==> src/rtl/pe_sa_pkg.sv <==
// Shared definitions for the approximate systolic-array PE controller and
// its PE wrapper: default widths, PE pipeline latency and the FSM state type.
package pe_sa_pkg;

  localparam int DW     = 16;
  localparam int AW     = 8;
  localparam int PE_LAT = 1;

  typedef enum logic [1:0] {
    IDLE  = 2'd0,
    RUN   = 2'd1,
    DRAIN = 2'd2,
    DONE  = 2'd3
  } state_t;

endpackage

==> src/rtl/pe_sa_issue_timer.sv <==
// Issue pacing for one PE controller. A modulo-PE_LAT down-counter paces the
// buffer reads, and a second counter tracks how long the current operand pair
// must stay presented to the PE.
module pe_sa_issue_timer #(
  parameter int PE_LAT = pe_sa_pkg::PE_LAT
) (
  input  logic i_clk,
  input  logic i_reset,
  input  logic i_clear,
  input  logic i_run,
  input  logic i_opLoad,
  output logic o_issue,
  output logic o_hold,
  output logic o_holdNext
);

  localparam int CW = $clog2(PE_LAT + 1);

  logic [CW-1:0] r_issueCnt;
  logic [CW-1:0] r_holdCnt;

  // Issue phase: zero means "read this cycle", then reload to space reads PE_LAT apart
  always_ff @(posedge i_clk) begin
    if (i_reset) begin
      r_issueCnt <= '0;
    end else if (i_clear) begin
      r_issueCnt <= '0;
    end else if (i_run) begin
      if (r_issueCnt == '0) begin
        r_issueCnt <= CW'(PE_LAT - 1);
      end else begin
        r_issueCnt <= r_issueCnt - CW'(1);
      end
    end
  end

  // Operand hold: counts down the PE_LAT cycles a freshly loaded pair stays visible
  always_ff @(posedge i_clk) begin
    if (i_reset) begin
      r_holdCnt <= '0;
    end else if (i_opLoad) begin
      r_holdCnt <= CW'(PE_LAT);
    end else if (r_holdCnt != '0) begin
      r_holdCnt <= r_holdCnt - CW'(1);
    end
  end

  // Strobes derived from the two counters
  always_comb begin
    o_issue    = i_run && (r_issueCnt == '0);
    o_hold     = (r_holdCnt != '0);
    o_holdNext = (r_holdCnt != '0) && (r_holdCnt != CW'(1));
  end

endmodule

==> src/rtl/pe_approx_sa_ctrl.sv <==
// Sequencer for one approximate systolic-array PE. Streams len operand pairs
// from the local buffers into the PE, chains the PE's partial sum back as the
// next ipsum, and returns the final sum through a valid/ready handshake.
module pe_approx_sa_ctrl #(
  parameter int DW     = pe_sa_pkg::DW,
  parameter int AW     = pe_sa_pkg::AW,
  parameter int PE_LAT = pe_sa_pkg::PE_LAT
) (
  input  logic          i_clk,
  input  logic          i_reset,
  input  logic          i_start,
  input  logic [AW-1:0] i_len,
  input  logic [AW-1:0] i_ifmapBase,
  input  logic [AW-1:0] i_weightBase,
  input  logic [DW-1:0] i_ipsumInit,
  output logic          o_bufRdEn,
  output logic [AW-1:0] o_ifmapRdAddr,
  output logic [AW-1:0] o_weightRdAddr,
  input  logic [DW-1:0] i_ifmapRdData,
  input  logic [DW-1:0] i_weightRdData,
  output logic [DW-1:0] o_peIfmap,
  output logic [DW-1:0] o_peWeight,
  output logic [DW-1:0] o_peIpsum,
  input  logic [DW-1:0] i_pePsum,
  output logic          o_busy,
  output logic [DW-1:0] o_result,
  output logic          o_resultValid,
  input  logic          i_resultReady
);

  import pe_sa_pkg::*;

  state_t        r_state;
  state_t        w_nextState;
  logic [AW-1:0] r_len;
  logic [AW-1:0] r_ifBase;
  logic [AW-1:0] r_wtBase;
  logic [AW-1:0] r_k;
  logic [DW-1:0] r_init;
  logic [DW-1:0] r_result;
  logic [DW-1:0] r_peIfmap;
  logic [DW-1:0] r_peWeight;
  logic          r_rdValid;
  logic          r_rdFirst;
  logic          r_opFirst;
  logic          w_accept;
  logic          w_issue;
  logic          w_hold;
  logic          w_holdNext;
  logic          w_lastIssue;
  logic          w_capture;

  assign w_accept    = (r_state == IDLE) && i_start;
  assign w_lastIssue = w_issue && (r_k == r_len - AW'(1));
  assign w_capture   = (r_state == DRAIN) && !r_rdValid && !w_hold;

  pe_sa_issue_timer #(
    .PE_LAT(PE_LAT)
  ) u_timer (
    .i_clk      (i_clk),
    .i_reset    (i_reset),
    .i_clear    (w_accept),
    .i_run      (r_state == RUN),
    .i_opLoad   (r_rdValid),
    .o_issue    (w_issue),
    .o_hold     (w_hold),
    .o_holdNext (w_holdNext)
  );

  // State register
  always_ff @(posedge i_clk) begin
    if (i_reset) begin
      r_state <= IDLE;
    end else begin
      r_state <= w_nextState;
    end
  end

  // Next-state logic; a zero-length job skips straight to DONE
  always_comb begin
    w_nextState = r_state;
    case (r_state)
      IDLE:    if (i_start) w_nextState = (i_len == '0) ? DONE : RUN;
      RUN:     if (w_lastIssue) w_nextState = DRAIN;
      DRAIN:   if (w_capture) w_nextState = DONE;
      DONE:    if (i_resultReady) w_nextState = IDLE;
      default: w_nextState = IDLE;
    endcase
  end

  // Outputs: addresses only driven while issuing, ipsum chained from the PE after term 0
  always_comb begin
    o_busy         = (r_state != IDLE);
    o_resultValid  = (r_state == DONE);
    o_bufRdEn      = w_issue;
    o_ifmapRdAddr  = w_issue ? (r_ifBase + r_k) : '0;
    o_weightRdAddr = w_issue ? (r_wtBase + r_k) : '0;
    o_peIfmap      = r_peIfmap;
    o_peWeight     = r_peWeight;
    o_peIpsum      = '0;
    if (w_hold) begin
      o_peIpsum = r_opFirst ? r_init : i_pePsum;
    end
    o_result       = r_result;
  end

  // Job parameters, term counter and final result capture
  always_ff @(posedge i_clk) begin
    if (i_reset) begin
      r_len    <= '0;
      r_ifBase <= '0;
      r_wtBase <= '0;
      r_init   <= '0;
      r_k      <= '0;
      r_result <= '0;
    end else begin
      if (w_accept) begin
        r_len    <= i_len;
        r_ifBase <= i_ifmapBase;
        r_wtBase <= i_weightBase;
        r_init   <= i_ipsumInit;
        r_k      <= '0;
        if (i_len == '0) begin
          r_result <= i_ipsumInit;
        end
      end else if (w_issue) begin
        r_k <= r_k + AW'(1);
      end
      if (w_capture) begin
        r_result <= i_pePsum;
      end
    end
  end

  // Operand registers: load the cycle after a read, hold PE_LAT cycles, else zero
  always_ff @(posedge i_clk) begin
    if (i_reset) begin
      r_rdValid  <= 1'b0;
      r_rdFirst  <= 1'b0;
      r_opFirst  <= 1'b0;
      r_peIfmap  <= '0;
      r_peWeight <= '0;
    end else begin
      r_rdValid <= w_issue;
      r_rdFirst <= w_issue && (r_k == '0);
      if (r_rdValid) begin
        r_peIfmap  <= i_ifmapRdData;
        r_peWeight <= i_weightRdData;
        r_opFirst  <= r_rdFirst;
      end else if (!w_holdNext) begin
        r_peIfmap  <= '0;
        r_peWeight <= '0;
        r_opFirst  <= 1'b0;
      end
    end
  end

endmodule

==> config.mk <==
export PLATFORM = sky130hd
export DESIGN_NAME = pe_approx_sa_ctrl
export DESIGN_NICKNAME = d
export VERILOG_FILES = /design/src/rtl/pe_sa_pkg.sv /design/src/rtl/pe_sa_issue_timer.sv /design/src/rtl/pe_approx_sa_ctrl.sv
export SDC_FILE = /design/constraint.sdc
export NUM_CORES = 1
export LEC_CHECK = 0
export BUFFER_PORTS_ARGS = -buffer_cell sky130_fd_sc_hd__buf_2
export CAP_MARGIN = 5
export CORE_ASPECT_RATIO = 1.4
export CORE_MARGIN = 1.5
export CORE_UTILIZATION = 35
export DETAILED_ROUTE_END_ITERATION = 16
export HOLD_SLACK_MARGIN = 0.1
export PLACE_DENSITY_LB_ADDON = 0.15
export SLEW_MARGIN = 10
export SYNTH_ARGS = -nofsm -noshare
export SYNTH_HDL_FRONTEND = slang
export SYNTH_SLANG_ARGS = --single-unit
==> constraint.sdc <==
create_clock -name i_clk -period 3.25 [get_ports i_clk]
set_clock_uncertainty 0.1 [all_clocks]
set_input_delay 0.65 -clock i_clk [delete_from_list [all_inputs] [get_ports i_clk]]
set_output_delay 0.65 -clock i_clk [all_outputs]
set_load 0.01 [all_outputs]
After elaboration in Yosys (flattened, before gate mapping)
Index checks and enable logic that the tools add are counted.
Widths: inputs -> output; s select.

storage, ports and cells
  word-level logic and storage cells = 64
  flip-flop bits (word level) = 103
  output and inout bits = 83
  input port bits = 92

operators by class
  reductions and logical operators = 18
  eq/ne operators = 8
  $add $sub $neg = 6
  muxes and demuxes = 16
  bitwise logic cells = 2

operators by type and width
  cell                 number
  $mux 16              5
  $add 8x8->8          2
  $logic_not 8->1      2
  $mux 8               2
  $mux 2               5
  $add 8x1->8 const B  1
  $eq 8x8->1           1
  $pmux 2 s4           1
  $sub 8x1->8 const B  1
  $logic_and 1x1->1    6
  $ne 2x2->1 const B   3
  $reduce_bool 2->1    3
  $eq 2x2->1 const B   2
  $reduce_and 4->1     1
  $reduce_or 2->1      2
  $mux 1               3
  $eq 2x1->1 const B   1
  $logic_not 1->1      2
  $logic_not 2->1      1
  $ne 2x1->1 const B   1
  $not 1->1            2
  $reduce_and 2->1     1
  $sub 1x1->1 const B  2

Depth between registers and ports, before layout
Gate-level depths: netlist of the first run.

  depth after elaboration = 5
  depth in mapped cells = 8
  depth with buffers taken out = 7

By module
From an unflattened synthesis of the first run, not the netlist that was laid out.

unflattened totals
  cell total of the unflattened synthesis = 657
  area, all modules = 5215.0 µm²

modules (own cells, without submodules)
  module             instances  seq. area each (µm²)  area an instance (µm²)  cells each
  pe_approx_sa_ctrl  1          2021.9                5162.5                  652
  pe_sa_issue_timer  1          20.0                  52.6                    5

Worst setup path after synthesis of the first run
OpenSTA, ideal clock, no wires.

  path type = flip-flop to output port
  from = register r_k[0]
  to = output port o_weightRdAddr[6]
  data required time = 2500 ps
  arrival time = 1860 ps
  path buffers = 0
  slack = 640 ps
  cell stages (with the launch flop) = 8
  cell sequence = dfxtp_1 > ha_1 > fa_1 > a21o_1 > a21oi_1 > o21bai_1 > a21oi_1 > mux2i_1

between the ends
  cells in the longest elaborated chain, start to end = 2

RTL lines
  item                    line                      RTL
  from (decl)             pe_approx_sa_ctrl.sv:38   logic [AW-1:0] r_k;
  from (signal assigned)  pe_approx_sa_ctrl.sv:127  r_k <= r_k + AW'(1);
  $add 8x8->8             pe_approx_sa_ctrl.sv:97   o_weightRdAddr = w_issue ? (r_wtBase + r_k) : '0;
  $mux 8                  pe_approx_sa_ctrl.sv:97
  to (decl)               pe_approx_sa_ctrl.sv:18   output logic [AW-1:0] o_weightRdAddr,

No other way between the ends.

Final worst setup path of the first run
Same ends and word-level chain as after synthesis.

==> results of run 1 <==
==> timing repair <==
action	in CTS	in global routing
pin swaps	0	1
hold buffers	0	0
setup endpoints to repair	1	3
resized for setup	1	4
==> path summary, 6_finish.rpt <==
kind	startpoint	to	slack, ps	cells past startpoint
worst max-delay path	r_k[0]	o_weightRdAddr[6]	140	8
worst min-delay path	r_rdFirst	r_opFirst	350	1
worst max register to register	r_len[0]	r_state[1]	740	7
worst min register to register	r_rdFirst	r_opFirst	350	1
==> final cells by class <==
cell class                 instances  area share
multi-input combinational        394       0.420
sequential                       102       0.335
timing repair buffer             180       0.152
tap                              182      0.0373
clock buffer                       9      0.0369
clock inverter                     7      0.0105
inverter                          12     0.00739
==> state kept, by name (all words and copies together), names as in the netlist, 2 cells and up <==
name	cells
o_peIfmap	16
o_peWeight	16
o_result	16
r_init	16
r_ifBase	8
r_k	8
r_len	8
r_wtBase	8
r_state	2
==> where the power goes <==
group          switching [µW]  internal [µW]  total, µW
registers                 103           1390       1490
logic                     587            410        997
clock network             515            536       1050
total                    1200           2340       3540
==> cells by family after synthesis <==
kind of cell,after synthesis
simple gates,217
flops,102
compound gates,94
buf+inv,44
mux,37
fa+ha+maj,24
xor+xnor,22
==> placed cells by master, fill, tap and decap left out, types with 3 or more instances in the layout <==
master	Yosys	routed
a211oi_1	17	17
a21o_1	7	7
a21oi_1	48	47
a31oi_1	3	3
and2_1	39	39
buf_2	1	174
buf_4	0	5
clkbuf_16	0	9
dfxtp_1	102	99
dfxtp_2	0	3
ha_1	22	22
inv_1	12	12
mux2i_1	37	37
nand2_1	90	90
nand2b_1	6	6
nand4_1	3	3
nor2_1	38	37
nor2b_1	19	18
nor4_1	4	4
o21ai_0	3	3
o21bai_1	3	3
or2_2	3	3
or3_1	3	3
xnor2_1	12	12
xor2_1	10	10
==> metal layers <==
metal / routed length (µm) / vias to the layer above / share of wire / global-route usage
li1: - / 2137 / - / -
met2: 7220 / 111 / 0.56 / 0.357
met3: 529 / 15 / 0.041 / 0.0347
met5: 0 / - / 0 / 0
met4: 193 / 0 / 0.015 / 0.0563
met1: 4980 / 2025 / 0.39 / 0.191
==> critical path: stages, from the launching register on <==
cell and delay, ps:
dfxtp_2 370, ha_1 220, fa_1 400, a21o_1 170, a21oi_1 210, o21bai_1 120, a21oi_1 180, mux2i_1 200
buf_2 150
==> per-stage QoR <==
step | hold WS (ps) | setup WS (ps) | util | total power (µW)
after floorplan | 306 | 640 | - | 2160
after global placement | 317 | 377 | 0.435 | 2500
after detailed placement | 326 | 307 | 0.435 | 2530
after CTS | 343 | 32.2 | 0.457 | 3590
after global routing | 374 | 7.47 | 0.458 | 3750
final | 346 | 140 | 0.458 | 3540
==> reports/qor.csv, run 1 <==
metric,value,unit
largest net degree at the start of global routing,46,
CP Data Arrival Time,2360,ps
top post-synthesis cells by area,"dfxtp_1, mux2i_1, nand2_1, ha_1, and2_1",
post-synthesis register bit count,102,
Post-DP Area,5800,µm²
Synth Area per Inst,8.80,µm²
global route total overflow,0,
main combinational cell family by area after synthesis,simple AND/OR/NAND/NOR gates,
chip width,101,µm
Synth-to-Final Area Change,28.4,%
Routed WL,12900,µm
Fin Setup TNS,0,ps
CTS Buf Count,9,
PD cells,581,nW/µm²
Max Clk Rate,322,MHz
initial core utilization,0.357,
dominant synthesized flop cell,dfxtp_1,
die height,141,µm
Nets,815,
Post-synth EDFFs,0,
unrepaired setup endpoints after global routing,false,
Slew HR,0.359,
# setup viols final,0,
CTS max path bufs,2,
outcome,"finished, final reports clean",
fin. max-slew vios,0,
die area,14300,µm²
Setup crit start kind,flop,
most common cell in the netlist,dfxtp_1,
total track usage,0.182,
Final Instance Area,6100,µm²
Post-Synth Simple-Gate Area,0.223,
# clock sinks,102,
Yosys warnings,0,
MaxCap Viol Count,0,
dpl hpwl,9500,µm
worst min path class,flop to flop,
Remaining DRCs,0,
initial antenna violation count,0,
first-pass GRT wire length,20400,µm
drt wl/cell,14.6,µm
Leakage Power,0.00279,µW
n_diodes,0,
I/O Pins,175,
Post-Syn Instances,540,
Non-Filler Instances,886,
xor/xnor cell area share of the yosys netlist,0.0406,
"Reg clk slew, reported paths",70,ps
post-CTS setup buffer count,0,
# fillers,1382,
Synth area leader,dfxtp_1,
Crit Path Category,flop to output port,
Pre-antenna DRT Iters,5,
Final ANT Viol Nets,0,
I/O Buffers,174,
layout cells sized above 1,0.303,
Critical Path RT,2500,ps
initial DRC count,108,
synthesized net count,656,
CP Capture Type,output port,
Cell variety after synth,46,
largest vdd supply drop,0.247,mV
TritonCTS clock tree,done,
mux cell area share after synthesis,0.0780,
fin crit period,3110,ps
vias in the first global route,4280,
# H-tree levels,3,
Synth top cells by count,"dfxtp_1, nand2_1, a21oi_1",
Synth Area in Adders,0.0664,
share of async-settable or async-resettable flops after synthesis,0,
multi-input logic area,2560,µm²
Via density,4.84,
final hold vios,0,
sequential cell area fraction in the yosys report,0.430,
post-synth top area share,0.430,
final period utilization,0.957,
Core Region,13300,µm²
placed cell count,870,
worst-path maximum fanout,7,
worst-skew pair later-pin latency,340,ps
worst-margin pin slew,957,ps
Syn Std Cell Area,4750,µm²
RD Place Congestion,0.783,
via count,4288,
Seq. cell area,2050,µm²
Clock Root Buffer,clkbuf_16,
FP Rows,50,
Compound-Gate Fraction of Synth Area,0.127,
Note: power is estimated with default switching activity, not from simulation.
==> inputs of run 2 (changes only) <==
--- a/config.mk
+++ b/config.mk
@@ -13,6 +13,7 @@
 export DETAILED_ROUTE_END_ITERATION = 16
 export HOLD_SLACK_MARGIN = 0.1
 export PLACE_DENSITY_LB_ADDON = 0.15
+export SETUP_SLACK_MARGIN = 0.2
 export SLEW_MARGIN = 10
 export SYNTH_ARGS = -nofsm -noshare
 export SYNTH_HDL_FRONTEND = slang
==> reports/qor.csv, run 2 (synthesis gave the netlist of run 1 again) <==
metric,value,unit
final period utilization,0.917,
Final Util,0.460,
largest net degree at the start of global routing,46,
most frequent cells in the layout,"buf_2, dfxtp_1, nand2_1, a21oi_1, and2_1",
met3 Usage GRT,0.0347,
Crit path top cell by count,a21oi_2,
I/O Pins,175,
worst-skew pair later-pin latency,340,ps
Synth-to-Final Area Change,29.0,%
worst-margin pin slew,974,ps
Remaining DRCs,0,
grt met1 use,0.191,
final hold vios,0,
post-place setup slack,307,ps
TritonCTS clock tree,done,
# H-tree levels,3,
worst-path cell chain,"ha_1, fa_2, a21o_1, a21oi_2, o21bai_1, a21oi_2, mux2i_1, buf_2",
Max stage delay on crit path,380,ps
Setup crit start kind,flop,
initial antenna violation count,0,
RD Place Congestion,0.783,
register-to-register setup slack,740,ps
Final ANT Viol Nets,0,
die area,14300,µm²
Crit Path Category,flop to output port,
initial DRC count,105,
CTS max path bufs,2,
first-pass GRT wire length,20500,µm
Crit-path slowest cell,dfxtp_4,
vias in the first global route,4292,
via count,4306,
worst-path maximum fanout,7,
CTS Buf Count,9,
CP Data Arrival Time,2230,ps
n_diodes,0,
Via density,4.85,
die height,141,µm
"Reg clk slew, reported paths",70,ps
FP Rows,50,
Leakage Power,0.00279,µW
largest vdd supply drop,0.248,mV
total track usage,0.183,
Slew HR,0.348,
Nets,816,
Max Clk Rate,336,MHz
placed cell count,870,
# clock sinks,102,
RR Endpoint,r_state[1],
I/O Buffers,174,
initial core utilization,0.357,
Critical Path RT,2500,ps
Core Region,13300,µm²
Routed WL,12900,µm
fin crit period,2980,ps
drt wl/cell,14.6,µm
final setup margin,271,ps
layout cells sized above 1,0.311,
R2R cell count,7,
Post-DP Area,5800,µm²
worst min path class,flop to flop,
fin. max-slew vios,0,
# fillers,1379,
global route total overflow,0,
chip width,101,µm
outcome,"finished, final reports clean",
Critical path origin,r_k[0],
# setup viols final,0,
Final Instance Area,6130,µm²
Fin Setup TNS,0,ps
CP bufs+invs,1,
Clock Root Buffer,clkbuf_16,
Non-Filler Instances,887,
CP Depth,8,
Critical Path End,o_ifmapRdAddr[6],
unrepaired setup endpoints after global routing,true,
dpl hpwl,9500,µm
GRT busiest layer,met2,
"most common cell after layout, fill and taps aside",buf_2,
PD cells,579,nW/µm²
"Largest delay share family, worst path",adder cells,
MaxCap Viol Count,0,
Pre-antenna DRT Iters,4,
CP Capture Type,output port,
met2 usage in global routing,0.359,
worst r2r src,r_len[0],
[run 2: layout make-up]
type	count	area, µm²	share of cell area
clock buffers	9	225	0.0367
clock inverters	7	63.8	0.0104
inverters	12	45.0	0.00735
multi-input cells	394	2580	0.421
flip-flops and latches	102	2050	0.335
well taps	182	228	0.0372
repair buffers	181	936	0.153
[run 2: layer usage]
layer  vias to the layer above  routed length, µm
li1                       2138                  -
met1                      2040               5000
met2                       113               7200
met3                        15                543
met4                         0                193
met5                         -                  0
[run 2: how the worst min path moves through the flow]
stage	from	endpoint	slack, ps	cells past startpoint
2_1_floorplan	r_rdFirst	r_opFirst	310	1
3_3_place_gp	r_rdFirst	r_opFirst	320	1
3_5_place_dp	r_rdFirst	r_opFirst	330	1
4_1_cts	r_rdFirst	r_opFirst	340	1
5_1_grt	r_wtBase[0]	r_wtBase[0]	370	2
6_report	r_rdFirst	r_opFirst	340	1
[run 2: worst register-to-register path, delay by kind of cell (launching register included)]
| kind | cells | cell delay [ps] |
|---|---|---|
| buffers and inverters | 1 | 90 |
| AND/OR/NAND/NOR | 2 | 880 |
| flip-flops | 1 | 380 |
| adder cells (fa/ha/maj) | 1 | 230 |
| AO/OA/AOI/OAI | 3 | 720 |
[run 2: through the flow]
step	total power [µW]	hold WS, ps
floorplan	2160	306
global placement	2500	317
detailed placement	2530	326
CTS	3590	343
global route	3760	374
finish	3550	344
[run 2: repair_timing]
action,CTS,global route
buffers inserted,0,1
gates resized for setup,7,5
pin swaps,1,4
endpoints found under the setup margin,6,4
hold endpoints to repair,0,0
gates cloned,0,0
hold buffers,0,0
[run 2: power breakdown]
group | total (µW) | switching (µW) | leakage [µW] | internal, µW
registers | 1490 | 102 | 0.000832 | 1390
logic | 1000 | 592 | 0.00182 | 411
clock network | 1050 | 516 | 0.000136 | 536
==> inputs of run 3 (changes only) <==
--- a/config.mk
+++ b/config.mk
@@ -17,4 +17,5 @@
 export SLEW_MARGIN = 10
 export SYNTH_ARGS = -nofsm -noshare
 export SYNTH_HDL_FRONTEND = slang
+export SYNTH_HIERARCHICAL = 1
 export SYNTH_SLANG_ARGS = --single-unit
==> reports/qor.csv, run 3 <==
metric,value,unit
synthesized net count,773,
most common cell in the netlist,nand2_1,
fin crit period,3050,ps
placed cell count,984,
met2 usage in global routing,0.331,
largest net degree at the start of global routing,71,
Critical Path RT,2500,ps
top post-synthesis cells by area,"dfxtp_1, nand2_1, a21oi_1, nor2_1, mux2i_1",
Crit-path slowest cell,a2111oi_4,
Final Instance Area,6650,µm²
grt met1 use,0.215,
chip width,106,µm
Remaining DRCs,0,
n_diodes,0,
initial core utilization,0.359,
R2R cell count,6,
met3 Usage GRT,0.0467,
share of async-settable or async-resettable flops after synthesis,0,
most frequent cells in the layout,"buf_2, nand2_1, nor2_1, dfxtp_1, a21oi_1",
vias in the first global route,4973,
Routed WL,14700,µm
worst-skew pair later-pin latency,340,ps
Cell variety after synth,45,
number of hold buffers added after cts,0,
Non-Filler Instances,1004,
Power Total,3750,µW
Core Region,14500,µm²
Max Clk Rate,327,MHz
MaxCap Viol Count,0,
Post-Syn Instances,657,
Yosys warnings,6,
Synth area leader,dfxtp_1,
layout cells sized above 1,0.282,
CP Capture Type,output port,
worst-path maximum fanout,5,
Pre-antenna DRT Iters,4,
FP Rows,52,
CTS max path bufs,2,
largest vdd supply drop,0.252,mV
Setup crit start kind,flop,
initial DRC count,146,
CP bufs+invs,1,
sequential cell area fraction in the yosys report,0.392,
fin. max-slew vios,0,
hold_sp,r_init[11],
die area,15700,µm²
Slew HR,0.498,
TritonCTS clock tree,done,
Fin Setup TNS,0,ps
worst min path class,flop to flop,
final period utilization,0.940,
register-to-register setup slack,1150,ps
I/O Pins,175,
Via density,4.95,
worst hold path endpoint,r_init[11],
I/O Buffers,174,
dpl hpwl,10100,µm
"Reg clk slew, reported paths",70,ps
RD Place Congestion,0.836,
"most common cell after layout, fill and taps aside",buf_2,
worst r2r src,r_state[1],
outcome,"finished, final reports clean",
final hold vios,0,
dominant synthesized flop cell,dfxtp_1,
unrepaired setup endpoints after global routing,true,
die height,147,µm
Crit Path Category,flop to output port,
Nets,926,
Final ANT Viol Nets,0,
initial antenna violation count,0,
drt wl/cell,14.6,µm
Post-synth EDFFs,0,
post-synthesis register bit count,102,
via count,4974,
# setup viols final,0,
hold depth,2,
# H-tree levels,3,
Max stage delay on crit path,390,ps
Post-DP Area,6200,µm²
# fillers,1461,
post-synth top area share,0.392,
Leakage Power,0.00316,µW
first-pass GRT wire length,23600,µm
Final Util,0.458,
PD cells,564,nW/µm²
Synth-to-Final Area Change,27.5,%
RR Endpoint,r_state[1],
"Largest delay share family, worst path",compound AO/OA/AOI/OAI gates,
Synth top cells by count,"nand2_1, dfxtp_1, nor2_1",
CTS Buf Count,9,
Synth Area per Inst,7.94,µm²
worst-path cell chain,"ha_1, a21o_1, a21oi_2, o21bai_2, a2111oi_4, nor3_1, and3b_1, buf_2",
global route total overflow,0,
GRT busiest layer,met2,
Clock Root Buffer,clkbuf_16,
Syn Std Cell Area,5220,µm²
# clock sinks,102,
worst-margin pin slew,754,ps
total track usage,0.188,
CP Data Arrival Time,2300,ps
run 3: cell count changes after synthesis, sizes merged, moves of 3 or more:
cell,change
a21o,-3
a21oi,+38
and2,-25
buf,+9
clkbuf,+5
nand2,+34
nand2b,-4
nor2,+59
o21ai,+3
o21bai,+4
xnor2,+5
run 3: cell type report:
class                   count  area (µm²)  share of cell area
clock buffers              10         229              0.0344
clock inverters             6        93.8              0.0141
inverters                  13        48.8             0.00734
multi-input cells         496        3010               0.452
flip-flops and latches    102        2050               0.309
well taps                 189         236              0.0356
repair buffers            188         978               0.147
run 3: report_power, final:
group	total [µW]	switching [µW]	internal, µW
Clock	1180	497	683
Combinational	1050	622	431
Sequential	1520	118	1400
Total	3750	1240	2520
run 3: layer usage:
| metal | up-vias | part of all wire |
|---|---|---|
| li1 | 2480 | - |
| met1 | 2321 | 0.41 |
| met2 | 147 | 0.51 |
| met3 | 26 | 0.060 |
| met4 | 0 | 0.022 |
| met5 | - | 0 |
run 3: worst register-to-register path: stages (launching register included):
cell,delay (ps)
dfxtp_1,330
inv_1,120
ha_1,430
nand3_1,200
nor4_4,360
a31oi_4,150
mux2_4,310
run 3: what timing repair did:
action / in CTS / in global routing
pin swaps: 2 / 10
buffers inserted: 0 / 4
setup endpoints to repair: 4 / 4
hold endpoints to repair: 0 / 0
gates resized for setup: 15 / 10
run 3: cell families after synthesis:
kind of cell	count (synthesis)	synth area share
multiplexers	37	0.0720
AO/OA/AOI/OAI	128	0.144
XOR/XNOR	27	0.0453
buffers and inverters	59	0.0475
adder cells (fa/ha/maj)	24	0.0605
flip-flops	102	0.392
other	1	0.000719
AND/OR/NAND/NOR	279	0.238
run 3: through the flow:
| stage | hold WS [ps] | worst slack [ps] |
|---|---|---|
| 2_1_floorplan | 336 | 487 |
| 3_3_place_gp | 344 | 330 |
| 3_5_place_dp | 353 | 272 |
| 4_1_cts | 364 | 194 |
| 5_1_grt | 384 | 93.9 |
| 6_report | 361 | 196 |
run 3: worst max-delay path by stage:
stage | cells past startpoint | slack, ps | endpoint | start
after floorplan | 7 | 490 | o_ifmapRdAddr[7] | r_k[1]
after global placement | 8 | 330 | o_ifmapRdAddr[7] | r_k[1]
after detailed placement | 8 | 270 | o_ifmapRdAddr[7] | r_k[1]
after CTS | 8 | 190 | o_ifmapRdAddr[7] | r_k[1]
after global routing | 8 | 90 | o_ifmapRdAddr[7] | r_k[1]
final | 8 | 200 | o_ifmapRdAddr[7] | r_k[1]
